File: config.mk
export PLATFORM = sky130hd
export DESIGN_NAME = quad_steer_gen
export DESIGN_NICKNAME = d
export VERILOG_FILES = /design/src/rtl/quad_steer_gen.sv
export SDC_FILE = /design/constraint.sdc
export NUM_CORES = 1
export LEC_CHECK = 0
export BUFFER_PORTS_ARGS = -buffer_cell sky130_fd_sc_hd__buf_4
export CORE_MARGIN = 3
export CORE_UTILIZATION = 56
export CTS_CLUSTER_SIZE = 10
export DETAILED_ROUTE_END_ITERATION = 8
export HOLD_SLACK_MARGIN = 0.15
export PLACE_DENSITY = 0.83
export REMOVE_ABC_BUFFERS = 1
export SLEW_MARGIN = 10
export SYNTH_ARGS = -nofsm -noshare
export SYNTH_HDL_FRONTEND = slang
export SYNTH_SLANG_ARGS = --single-unit
export TNS_END_PERCENT = 20
File: constraint.sdc
create_clock -name CLK -period 3.45 [get_ports CLK]
set_clock_uncertainty 0.15 [all_clocks]
set_input_delay 0.1725 -clock CLK [delete_from_list [all_inputs] [get_ports CLK]]
set_output_delay 0.1725 -clock CLK [all_outputs]
set_load 0.03 [all_outputs]
File: src/rtl/quad_steer_gen.sv
// quad_steer_gen: per-channel quadrature steering generator with position counters.
// Define QUAD_STEER_ACCEL_EN to shrink the step period toward div_min during a run.
module quad_steer_gen #(
    parameter int CHANNELS    = 2,
    parameter int DIV_W       = 16,
    parameter int POS_W       = 8,
    parameter int ACCEL_SHIFT = 3
) (
    input  logic                      CLK,
    input  logic                      reset,
    input  logic [DIV_W-1:0]          clkdiv,
    input  logic [DIV_W-1:0]          div_min,
    input  logic [CHANNELS-1:0]       left,
    input  logic [CHANNELS-1:0]       right,
    output logic [2*CHANNELS-1:0]     steer,
    output logic [POS_W*CHANNELS-1:0] pos,
    output logic [CHANNELS-1:0]       step
);
    localparam logic [1:0] IDLE  = 2'd0;
    localparam logic [1:0] RUN_R = 2'd1;
    localparam logic [1:0] RUN_L = 2'd2;

    logic [DIV_W-1:0] eff_div;
    assign eff_div = (clkdiv == '0) ? DIV_W'(1) : clkdiv;
`ifdef QUAD_STEER_ACCEL_EN
    logic [DIV_W-1:0] eff_min;
    assign eff_min = (div_min == '0) ? DIV_W'(1) : div_min;
`else
    logic unused_div_min;
    assign unused_div_min = ^div_min;
`endif

    for (genvar c = 0; c < CHANNELS; c++) begin : g_ch
        logic [1:0]       state_q, state_d, phase_q, phase_d;
        logic [DIV_W-1:0] cnt_q, cnt_d;
        logic [POS_W-1:0] pos_q, pos_d;
        logic             step_q, step_d, fwd, go;
`ifdef QUAD_STEER_ACCEL_EN
        logic [DIV_W-1:0] per_q, per_d, shr, dec, sub, acc;
`endif
        always_comb begin
            fwd     = right[c] & ~left[c];
            state_d = fwd ? RUN_R : (left[c] & ~right[c]) ? RUN_L : IDLE;
            // a fresh entry or reversal steps at once; otherwise wait for the countdown
            go      = (state_d != IDLE) & ((state_d != state_q) | (cnt_q <= DIV_W'(1)));
            phase_d = go ? (fwd ? {phase_q[0], ~phase_q[1]} : {~phase_q[0], phase_q[1]}) : phase_q;
            pos_d   = go ? (fwd ? pos_q + 1'b1 : pos_q - 1'b1) : pos_q;
            step_d  = go;
`ifdef QUAD_STEER_ACCEL_EN
            shr   = per_q >> ACCEL_SHIFT;
            dec   = (shr == '0) ? DIV_W'(1) : shr;
            sub   = per_q - dec;
            acc   = (per_q <= eff_min) ? per_q : (sub < eff_min) ? eff_min : sub;
            per_d = (state_d == IDLE || state_d != state_q) ? eff_div : go ? acc : per_q;
            cnt_d = (state_d == IDLE) ? '0 : go ? per_d : cnt_q - 1'b1;
`else
            cnt_d = (state_d == IDLE) ? '0 : go ? eff_div : cnt_q - 1'b1;
`endif
        end

        always_ff @(posedge CLK) begin
            if (reset) begin
                state_q <= IDLE;
                phase_q <= '0;
                cnt_q   <= '0;
                pos_q   <= '0;
                step_q  <= 1'b0;
`ifdef QUAD_STEER_ACCEL_EN
                per_q   <= '0;
`endif
            end else begin
                state_q <= state_d;
                phase_q <= phase_d;
                cnt_q   <= cnt_d;
                pos_q   <= pos_d;
                step_q  <= step_d;
`ifdef QUAD_STEER_ACCEL_EN
                per_q   <= per_d;
`endif
            end
        end

        assign steer[2*c +: 2]       = phase_q;
        assign pos[POS_W*c +: POS_W] = pos_q;
        assign step[c]               = step_q;
    end
endmodule

# After elaboration in Yosys (flattened, before gate mapping)
# Index checks and enable logic that the tools add are counted.
word_totals:
  wordCells: 54
  ff_bits: 58
  inputBits: 38
  output_inout_bits: 22
op_classes:
  n_eq_ne: 2
  bitwise_logic: 16
  n_reduce_logical: 7
  n_addsub: 6
  magnitude_cmp: 2
  mux: 11
ops:
  columns: ["operator", "n"]
  rows:
  - ["two-way mux 16 bit", 3]
  - ["<= comparator 16 x 1 -> 1 bit (second input constant)", 2]
  - ["subtractor 16 x 1 -> 16 bit (second input constant)", 2]
  - ["adder 8 x 1 -> 8 bit (second input constant)", 2]
  - ["logical NOT 16 bit", 1]
  - ["two-way mux 8 bit", 2]
  - ["subtractor 8 x 1 -> 8 bit (second input constant)", 2]
  - ["two-way mux 2 bit", 6]
  - ["inverter 1 bit", 8]
  - ["AND 1 bit", 6]
  - ["logical NOT 2 bit", 2]
  - ["inequality test 2 bit", 2]
  - ["nonzero test 2 bit", 2]
  - ["OR reduction 2 bit", 2]
  - ["bitwise OR 1 bit", 2]

# Logic depth before layout (Yosys ltp)
depth:
  word_depth: 8
  depth_mapped: 10
  mapped_depth_nobuf: 9

# Worst setup path before layout
# No wires, ideal clock.
synth_timing:
  path_kind: "input to register"
  from: "in left[0]"
  to: "reg g_ch[0].pos_q[7]"
  setup_time_ps: 121
  slack_ps: 876
  arrival_ps: 2304
  n_path_buf: 1
  t_required_ps: 3179
  stages: 10
  path_cell_list: "inv_1 ha_1 clkbuf_1 inv_1 ha_1 a211oi_1 o21ai_0 a311o_1 a21oi_1 mux2_2"
synth_via:
  elab_chain_cells: 6
  word_cells_on_any_way: 10
  cone_classes: "1 x eq/ne; 3 x mux; 5 x bitwise; 1 x reduce/logical"
synth_rtl:
  columns: ["item", "line_no", "source"]
  rows:
  - ["start, declared", "13", "input logic [CHANNELS-1:0] left,"]
  - ["inverter 1 bit *", "42", "fwd = right[c] & ~left[c];"]
  - ["AND 1 bit *", "42", null]
  - ["named net g_ch[0].fwd", "37", "logic step_q, step_d, fwd, go;"]
  - ["two-way mux 2 bit", "43", "state_d = fwd ? RUN_R : (left[c] & ~right[c]) ? RUN_L : IDLE;"]
  - ["inequality test 2 bit", "45", "go = (state_d != IDLE) & ((state_d != state_q) | (cnt_q <= DIV_W'(1)));"]
  - ["bitwise OR 1 bit", "45", null]
  - ["AND 1 bit", "45", null]
  - ["end signal, assigned", "75", "pos_q <= pos_d;"]
  - ["end, declared", "36", "logic [POS_W-1:0] pos_q, pos_d;"]
# The timed path passes the listed nets; every way through them passes the cells marked *.
# A chain may end at the register's enable or synchronous reset.

# Final worst setup path
layout_timing:
  from: "in left[1]"
  to: "reg g_ch[1].pos_q[7]"
layout_via:
  elab_chain_cells: 6
  word_cells_on_any_way: 10
  cone_classes: "1 x eq/ne; 3 x mux; 5 x bitwise; 1 x reduce/logical"
layout_rtl:
  columns: ["item", "line_no"]
  rows:
  - ["inverter 1 bit *", "42"]
  - ["AND 1 bit *", "42"]
  - ["named net g_ch[1].fwd", "37"]
  - ["two-way mux 2 bit", "43"]
  - ["inequality test 2 bit", "45"]
  - ["bitwise OR 1 bit", "45"]
  - ["AND 1 bit", "45"]
  - ["end signal, assigned", "75"]
  - ["end, declared", "36"]
# Marked as above.

==> impl_results.md <==
- Drt first pass iters: 4
- Initial core utilization: between 50% and 60%
- CP Class: input pin to flop
- Pin count of the biggest net entering global routing: 31
- Sequential share of the synthesized area: about a third
- Dpl cells: around 470
- # diodes: 0
- Layout cell share with drive strength beyond 1: ~17%
- DRC Markers: 0
- Max-cap violations: 0
- Final non-filler cell total: about 500
- Lkg Pwr: between 0.0015 and 0.002 uW
- Crit-path slowest cell: dlygate4sd3_1
- Fin area: around 4000 sq um
- Area grow syn2layout: 21.4%
- Post-CTS Repair Setup Buffers: 0
- Worst IR Drop VDD: around 0.00041 V
- Post-synthesis compound-gate area fraction: approximately 18%
- Vias in the first global route: ~2700
- Ports: 60
- Routability cong.: between 0.8 and 0.9
- H-Tree Depth: 3
- Sinks on Clock Net: slightly below 60
- Initial antenna violation count: 0
- Clk pin slew, worst setup/hold paths: 0.06 ns
- Xor and xnor area share after synthesis: between 10% and 20%
- Synth Warn #: 0
- DR iter-0 viols: slightly below 100
- Post-synthesis mux area share: 5.23%
- Slew headroom: between 30% and 40%
- GR Util All Layers: between 20% and 30%
- Maximum clock path buffer count: 2
- DIE AREA: about 6800 sq um
- Setup Viol. Count Final: 0
- Grt ovf: 0
- Core area: roughly 5600 sq um
- CTS resizes: 0
- CP required: approximately 3.5 ns
- Crit. End Element: flop
- Num CTS Buffers: 9
- Tightest Pin Transition: about 0.96 ns
- First-pass GRT wire length: 11900 microns
- Core Rows: 27
- Seq cells post-synth: 58
- Commonest non-fill, non-tap cells in the layout: nor2_1 (67), dfxtp_1 (58), buf_4 (45), a211oi_1 (31), xnor2_1 (26)
- Hold Crit Class: input pin to flop
- Total Nets Final: ~490
- Post-DRT Antenna Nets: 0
- Tmin final: a little over 3 ns
- DP Wirelength: 5100 microns
- Worst setup SP type: input pin
- CTS tree: yes
- Mapped cell area: roughly 3300 sq um
- Final Hold Viols: 0
- Skew-Pair Late Insertion Delay: about 0.34 ns
- Die Y: between 80 and 90 microns
- Vias per Instance: 5.61
- F_max: between 300 and 400 MHz
- Simple-gate portion of the synthesized area: between 10% and 20%
- Buffers on Ports: between 40 and 50
- Post-placement cell area: approximately 3600 sq um
- P per Cell Area: roughly 700 nW/um^2
- Die Span X: 82.8 microns
- Synth Area in Adders: just under 9%
- RSZ-0062 raised after global routing: no
- Pwr Total: about 2800 uW
- Clock tree root driver cell: clkbuf_8
- Commonest non-fill, non-tap cell in the layout: nor2_1
- Main combinational cell family by area after synthesis: compound AO/OA/AOI/OAI gates
- Drt wl/cell: 14.5 microns
- Max Transition Viols Final: 0
- Cells after synthesis: ~370
- CP Max Fanout: 9
- Avg Inst Size Synth: just under 9 sq um
- Routed wire length: around 7300 microns
- Status: completed
- Final setup TNS: 0 ns
- CP Cell Sequence: dlygate4sd3_1 > buf_4 > inv_1 > ha_1 > inv_1 > ha_1 > a211oi_1 > o21ai_0 > a311o_1 > a21oi_1 > mux2_2
- CP Data Arrival Time: about 3.1 ns
- Distinct cells, synth: 46
- Vias: 2816
- Period utilization: 88.5%
- CP max stage delay: ~0.54 ns
[state kept, by name (all words and copies together) (netlist names)]
register / flops
g_ch.state_q: 4
g_ch.phase_q: 4
g_ch.pos_q: 16
g_ch.step_q: 2
g_ch.cnt_q: 32
[cell type report]
class / count / area (sq um)
Multi-Input combinational cell: 278 / 1990
Fill cell: 433 / 1600
Sequential cell: 58 / 1160
Timing Repair Buffer: 64 / 528
Clock buffer: 14 / 173
Tap cell: 72 / 90.1
Inverter: 14 / 52.6
Clock inverter: 2 / 10.0
[power breakdown]
part           switching [uW]  internal [uW]
registers                 117            791
logic                     709            568
clock network             260            318
total                    1090           1680
[what timing repair did]
action                                 CTS  global route
hold buffers                            19             0
setup endpoints to repair                0             0
endpoints found under the hold margin   54             0
[cell families (layout without fill, tap and decap cells)]
kind of cell,after synthesis,after routing
mux,17,17
flops,58,58
buf+inv,33,94
fa+ha+maj,22,22
simple gates,117,117
xor+xnor,43,43
compound gates,79,79
[through the flow]
stage / worst slack, ns / hold slack (ns) / util [%]
floorplan: 0.665 / 0.0892 / -
global placement: 0.626 / 0.303 / 64.8
detailed placement: 0.602 / 0.316 / 64.8
CTS: 0.391 / 0.154 / 71.4
global route: 0.155 / 0.173 / 71.4
finish: 0.398 / 0.164 / 71.4
[per-layer routing]
metal  global-route usage [%]  vias to the layer above  routed length, microns
met2                     41.4                       56                    3590
met1                     26.2                     1324                    3260
li1                         -                     1423                       -
met4                     8.01                        0                     136
met3                     5.31                       13                     309
met5                        0                        -                       0
[worst max-delay path, delay by kind of cell]
kind | cells | cell delay, ns
muxes | 1 | 0.34
buffers and inverters | 4 | 0.96
AOI/OAI and AO/OA | 4 | 1.00
adders and majority gates | 2 | 0.64
[Yosys cell counts (all sizes together)]
master,n,area (sq um)
or3,2,12.5
o31ai,2,15.0
o21bai,2,15.0
and2,1,6.26
a311oi,4,35.0
fa,2,40.0
a41o,1,10.0
or3b,1,8.76
nor3,8,51.3
a311o,2,20.0
mux2,2,22.5
dfxtp,58,1160
a31oi,3,40.0
a211oi,31,233
buf,10,67.6
a21o,4,30.0
o21ai,5,25.0
inv,14,52.6
a22o,2,17.5
nor3b,1,7.51
o41a,1,11.3
nand2,12,45.0
mux2i,15,150
ha,20,250
nand3b,1,7.51
xor2,17,149
nor4,9,77.6
or4,5,37.5
clkbuf,9,33.8
o211ai,4,30.0
nor2b,6,37.5
nand3,2,10.0
o41ai,1,8.76
or2,2,12.5
nor2,67,251
a21oi,17,88.8
xnor2,26,228
[final timing paths]
check / from / endpoint / slack (ns) / cells after the start
setup / recovery: left[1] / g_ch[1].pos_q[7]$_SDFFE_PP0P_ / 0.40 / 11
hold / removal: right[0] / g_ch[0].state_q[1]$_SDFF_PP0_ / 0.16 / 4
setup reg to reg: g_ch[0].cnt_q[0]$_SDFF_PP0_ / g_ch[0].pos_q[2]$_SDFFE_PP0P_ / 0.83 / 8
hold reg to reg: g_ch[0].cnt_q[9]$_SDFF_PP0_ / g_ch[0].cnt_q[9]$_SDFF_PP0_ / 0.36 / 2
Note: power is estimated with default switching activity, not from simulation.
